$ cat src/rtl/imm_pkg.sv
// Shared types and helpers for the immediate generator.
// Holds format encodings, RV32I/RV64I opcodes and the opcode-based format decoder.
package imm_pkg;

    typedef enum logic [2:0] {
        FmtI     = 3'b000,
        FmtS     = 3'b001,
        FmtB     = 3'b010,
        FmtU     = 3'b011,
        FmtJ     = 3'b100,
        FmtShamt = 3'b101,
        FmtIll0  = 3'b110,
        FmtIll1  = 3'b111
    } imm_fmt_e;

    localparam logic [6:0] OpImm    = 7'b0010011;
    localparam logic [6:0] OpLoad   = 7'b0000011;
    localparam logic [6:0] OpJalr   = 7'b1100111;
    localparam logic [6:0] OpStore  = 7'b0100011;
    localparam logic [6:0] OpBranch = 7'b1100011;
    localparam logic [6:0] OpLui    = 7'b0110111;
    localparam logic [6:0] OpAuipc  = 7'b0010111;
    localparam logic [6:0] OpJal    = 7'b1101111;

    function automatic int unsigned shamt_width(input int unsigned xlen);
        return (xlen == 64) ? 6 : 5;
    endfunction

    function automatic imm_fmt_e decode_fmt(input logic [31:0] instr);
        imm_fmt_e fmt;
        case (instr[6:0])
            OpImm: begin
                // slli/srli/srai carry a shift amount, not a signed immediate
                if (instr[14:12] == 3'b001 || instr[14:12] == 3'b101) begin
                    fmt = FmtShamt;
                end else begin
                    fmt = FmtI;
                end
            end
            OpLoad, OpJalr:  fmt = FmtI;
            OpStore:         fmt = FmtS;
            OpBranch:        fmt = FmtB;
            OpLui, OpAuipc:  fmt = FmtU;
            OpJal:           fmt = FmtJ;
            default:         fmt = FmtIll0;
        endcase
        return fmt;
    endfunction

endpackage

$ cat src/rtl/imm_format.sv
// Combinational immediate extraction for all base integer formats.
// Every format except SHAMT sign-extends from instr[31]; illegal formats yield zero with an error.
module imm_format
    import imm_pkg::*;
#(
    parameter int unsigned XLEN = 32
) (
    input  logic [31:0]     instr,
    input  imm_fmt_e        fmt,
    output logic [XLEN-1:0] imm,
    output logic            src_err
);

    localparam int unsigned ShW = shamt_width(XLEN);

    logic [31:0] imm32;
    logic        unused_instr;

    assign unused_instr = ^instr[6:0];

    always_comb begin
        imm32   = '0;
        src_err = 1'b0;
        case (fmt)
            FmtI:     imm32 = {{20{instr[31]}}, instr[31:20]};
            FmtS:     imm32 = {{20{instr[31]}}, instr[31:25], instr[11:7]};
            FmtB:     imm32 = {{19{instr[31]}}, instr[31], instr[7], instr[30:25],
                               instr[11:8], 1'b0};
            FmtU:     imm32 = {instr[31:12], 12'b0};
            FmtJ:     imm32 = {{11{instr[31]}}, instr[31], instr[19:12], instr[20],
                               instr[30:21], 1'b0};
            FmtShamt: imm32[ShW-1:0] = instr[20 +: ShW];
            default:  src_err = 1'b1;
        endcase
    end

    // SHAMT has bit 31 clear, so a uniform sign-extension is correct for every format
    assign imm = XLEN'($signed(imm32));

endmodule

$ cat src/rtl/imm_extend_pipe.sv
// Pipelined immediate generator with valid/ready stages and full backpressure.
// Define IMM_EXT_AUTO_DECODE_EN to derive the format from the opcode instead of imm_src.
module imm_extend_pipe
    import imm_pkg::*;
#(
    parameter int unsigned XLEN   = 32,
    parameter int unsigned STAGES = 1
) (
    input  logic            clk,
    input  logic            rst_n,
    input  logic            in_valid,
    output logic            in_ready,
    input  logic [31:0]     instr,
    input  logic [2:0]      imm_src,
    output logic            out_valid,
    input  logic            out_ready,
    output logic [XLEN-1:0] imm,
    output logic            src_err
);

    imm_fmt_e fmt;

`ifdef IMM_EXT_AUTO_DECODE_EN
    logic unused_imm_src;
    assign unused_imm_src = ^imm_src;
    always_comb fmt = decode_fmt(instr);
`else
    always_comb fmt = imm_fmt_e'(imm_src);
`endif

    logic [XLEN-1:0] fmt_imm;
    logic            fmt_err;

    imm_format #(
        .XLEN(XLEN)
    ) u_format (
        .instr  (instr),
        .fmt    (fmt),
        .imm    (fmt_imm),
        .src_err(fmt_err)
    );

    logic [STAGES-1:0] valid_q;
    logic [STAGES-1:0] err_q;
    logic [XLEN-1:0]   imm_q [STAGES];
    logic [STAGES-1:0] adv;
    logic [STAGES-1:0] stg_valid;
    logic [STAGES-1:0] stg_err;
    logic [XLEN-1:0]   stg_imm [STAGES];

    // Stage k advances if out_ready is high or any stage at or after k has a bubble
    always_comb begin
        adv = '0;
        for (int k = 0; k < STAGES; k++) begin
            adv[k] = out_ready;
            for (int j = 0; j < STAGES; j++) begin
                if (j >= k && !valid_q[j]) begin
                    adv[k] = 1'b1;
                end
            end
        end
    end

    always_comb begin
        stg_valid    = '0;
        stg_err      = '0;
        stg_valid[0] = in_valid;
        stg_err[0]   = fmt_err;
        stg_imm[0]   = fmt_imm;
        for (int k = 1; k < STAGES; k++) begin
            stg_valid[k] = valid_q[k-1];
            stg_err[k]   = err_q[k-1];
            stg_imm[k]   = imm_q[k-1];
        end
    end

    always_ff @(posedge clk or negedge rst_n) begin
        if (!rst_n) begin
            valid_q <= '0;
            err_q   <= '0;
            for (int k = 0; k < STAGES; k++) begin
                imm_q[k] <= '0;
            end
        end else begin
            for (int k = 0; k < STAGES; k++) begin
                if (adv[k]) begin
                    valid_q[k] <= stg_valid[k];
                    // Payload only loads on a real item so an empty output keeps its last value
                    if (stg_valid[k]) begin
                        imm_q[k] <= stg_imm[k];
                        err_q[k] <= stg_err[k];
                    end
                end
            end
        end
    end

    assign in_ready  = adv[0];
    assign out_valid = valid_q[STAGES-1];
    assign imm       = imm_q[STAGES-1];
    assign src_err   = err_q[STAGES-1];

endmodule
$ cat config.mk
export PLATFORM = sky130hd
export DESIGN_NAME = imm_extend_pipe
export DESIGN_NICKNAME = d
export VERILOG_FILES = /design/src/rtl/imm_pkg.sv /design/src/rtl/imm_format.sv /design/src/rtl/imm_extend_pipe.sv
export SDC_FILE = /design/constraint.sdc
export NUM_CORES = 1
export LEC_CHECK = 0
export ABC_CLOCK_PERIOD_IN_PS = 1200
export CAP_MARGIN = 15
export CORE_UTILIZATION = 38
export CTS_CLUSTER_DIAMETER = 50
export CTS_CLUSTER_SIZE = 40
export DETAILED_ROUTE_END_ITERATION = 8
export GPL_ROUTABILITY_DRIVEN = 0
export PLACE_DENSITY = 0.76
export REMOVE_ABC_BUFFERS = 1
export SETUP_SLACK_MARGIN = 0.02
export SYNTH_ARGS = -nofsm -noshare
export SYNTH_HDL_FRONTEND = slang
export SYNTH_SLANG_ARGS = --single-unit
$ cat constraint.sdc
create_clock -name clk -period 1.2 [get_ports clk]
set_input_delay 0.24 -clock clk [delete_from_list [all_inputs] [get_ports clk]]
set_output_delay 0.24 -clock clk [all_outputs]
set_load 0.1 [all_outputs]
==> out/qor.txt <==
Slowest-stage cell, CP: dfrtp_1
IO Pins: 74
Sw frac: 43.5%
Failing checks: setup timing
Cells after synthesis: 163
Pwr dens: 1480 nW/um^2
Cell total after placement: 291
Initial antenna violation count: 0
Core area: 4350 sq um
Startpoint Class: flop
CTS Buf Count: 5
Final period utilization: 117%
Clock-pin slew on the worst setup and hold paths: 60 ps
Largest net degree at the start of global routing: 35
Pre-antenna DRT Iters: 5
Wire per inst: 16.6 microns
Clock Skew: 5.88 ps
Cell Area, Synth: 1730 sq um
Synth-to-Final Area Change: 80.9%
Cells along the critical path: nor2b_4, inv_2, buf_6, buf_12
Netlist cell types: 31
Buffers plus inverters on the worst setup path: 3
Detailed placer's ending HPWL: 3480 microns
Max Clk Rate: 714 MHz
Critical Path AT: 1160 ps
GR Util All Layers: 21.6%
Routed WL: 5030 microns
First-pass GRT wire length: 8220 microns
Setup WS post-layout: -201 ps
Req. time, crit path: 960 ps
Status: finished with violations
Area contributors post-synth: dfrtp_1 49%, o211ai_1 4.8%, a221o_1 4.6%
Max-slew violations: 0
Primary FF master, synth: dfrtp_1
Leak Pwr: 0.00132 uW
CP max stage delay: 380 ps
Die area: 4830 sq um
Psw: 2020 uW
Setup CP Type: reg -> out
Post-synthesis register bit count: 34
Clk_lat worst skew: 290 ps
CP Capture Type: primary output
Layout Cells excl Fill: 303
Initial core utilization: 39.7%
Flop pwr share: 31.4%
Clk root buf: clkbuf_8
Slew HR: 71.5%
Pre-CTS WS: -638 ps
Setup_tns: -2800 ps
Comb power frac: 50.4%
Yosys top cell area share: 49.2%
Cell Int Power: 2620 uW
Delay-heaviest family, CP: flip-flops
Final hold vios: 0
Syn_area_per_cell: 10.6 sq um
Final global-route overflow total: 0
Dpl cell area: 2960 sq um
Async S/R FF share, synth: 100%
Maxcap violations: 0
Drc violations: 0
Worst-path fanout max: 4
1st-iter DRT viols: 186
Die W: 69.5 microns
Peak supply drop: 0.915 mV
Least-Margin Pin Slew: 428 ps
RSZ-0062 raised after global routing: yes
Die height: 69.5 microns
Fin nets: 291
Seq/Total Area, Yosys: 49.2%
EDFF count, synth: 0
Clk sinks: 34
Rows: 24
PortBufs: 66
Max clock buf depth: 2
ANT nets after route: 0
Final worst path period need: 1400 ps
Post-route cell area: 3130 sq um
CTS tree: built
Antenna Cells: 0
Commonest non-fill, non-tap cell in the layout: buf_12
H-tree depth: 2
Layout cell share with drive strength beyond 1: 35.1%
Clk pwr share: 18.2%
Worst Hold Class: in -> async
Commonest cells after routing, fill and taps aside: 38 x buf_12, 34 x dfrtp_1, 25 x clkdlybuf4s50_1, 25 x buf_4, 16 x o21ai_0
Finished Core Util: 71.9%
Vias per inst: 5.68
Vias in the first global route: 1713
Vias post-DR: 1722
Final setup viols: 25
YS warnings: 0
Yosys top cell by area: dfrtp_1
==> stage by stage <==
step	hold WS [ps]	power, uW
2_1_floorplan	-55.6	2710
3_3_place_gp	292	3760
3_5_place_dp	297	3780
4_1_cts	517	4650
5_1_grt	540	4800
6_report	501	4640
==> routing by layer <==
| metal | routed length (microns) | vias to the layer above | track usage, % |
|---|---|---|---|
| li1 | - | 823 | - |
| met1 | 2210 | 822 | 28.2 |
| met2 | 2440 | 71 | 34.2 |
| met3 | 320 | 6 | 6.25 |
| met4 | 57 | 0 | 7.26 |
| met5 | 0 | - | 0 |
==> logic make-up (layout without fill, tap and decap cells) <==
group                  Yosys count  in the layout  share of synthesized area [%]
AND/OR/NAND/NOR                 49             49                           17.6
flip-flops                      34             34                           49.2
buffers and inverters           20            108                           5.57
AO/OA/AOI/OAI                   59             59                           27.0
multiplexers                     1              1                          0.651
==> path summary, 6_finish.rpt <==
check	from	to	slack, ps	cells past startpoint
max in group asynchronous	rst_n	imm[24]	390	3
min in group clk	instr[30]	imm[10]	550	3
setup reg to reg	out_valid	imm[14]	-150	5
hold / removal	rst_n	imm[15]	500	3
hold reg to reg	imm[8]	imm[8]	560	1
setup / recovery	out_valid	in_ready	-200	4
==> power groups by stage <==
stage	sequential (uW)	combinational, uW	clock, uW
5_1_grt	1470	2410	926
3_3_place_gp	1470	2280	0
6_report	1460	2340	842
3_5_place_dp	1470	2310	0
4_1_cts	1460	2330	861
2_1_floorplan	2460	252	0
==> cell usage after synthesis, drive strengths merged (2+ instances only) <==
master / number
o211ai: 11
buf: 10
o21ai: 16
a211o: 4
nor3b: 2
nand3: 7
nand4: 12
nand2: 8
nor2: 2
a2111oi: 9
and4bb: 2
inv: 2
a221o: 8
nand2b: 5
clkbuf: 8
dfrtp: 34
o2bb2ai: 7
nand3b: 8
==> worst reg2reg max path, cell delays in order (launching register included) <==
cell       delay (ps)
dfrtp_1           350
nor2b_4           170
buf_4             240
a2111oi_4          60
buf_4             150
a221o_1           260
==> state kept, by name (all words and copies together), names as in the netlist <==
register   cells
src_err        1
imm           32
out_valid      1
==> layout make-up <==
class	count	area, sq um
inverters	2	7.51
repair buffers	100	1310
well taps	52	65.1
clock buffers	6	82.6
flip-flops and latches	34	851
fillers	307	1220
multi-input cells	109	811
==> what timing repair did <==
action | in CTS | in global routing
gates resized for setup | 16 | 5
hold endpoints to repair | 34 | 0
setup buffers | 4 | 1
setup endpoints to repair | 34 | 33
hold buffers | 1 | 0
pin swaps | 3 | 1
Power figures use the tool's default switching activity.
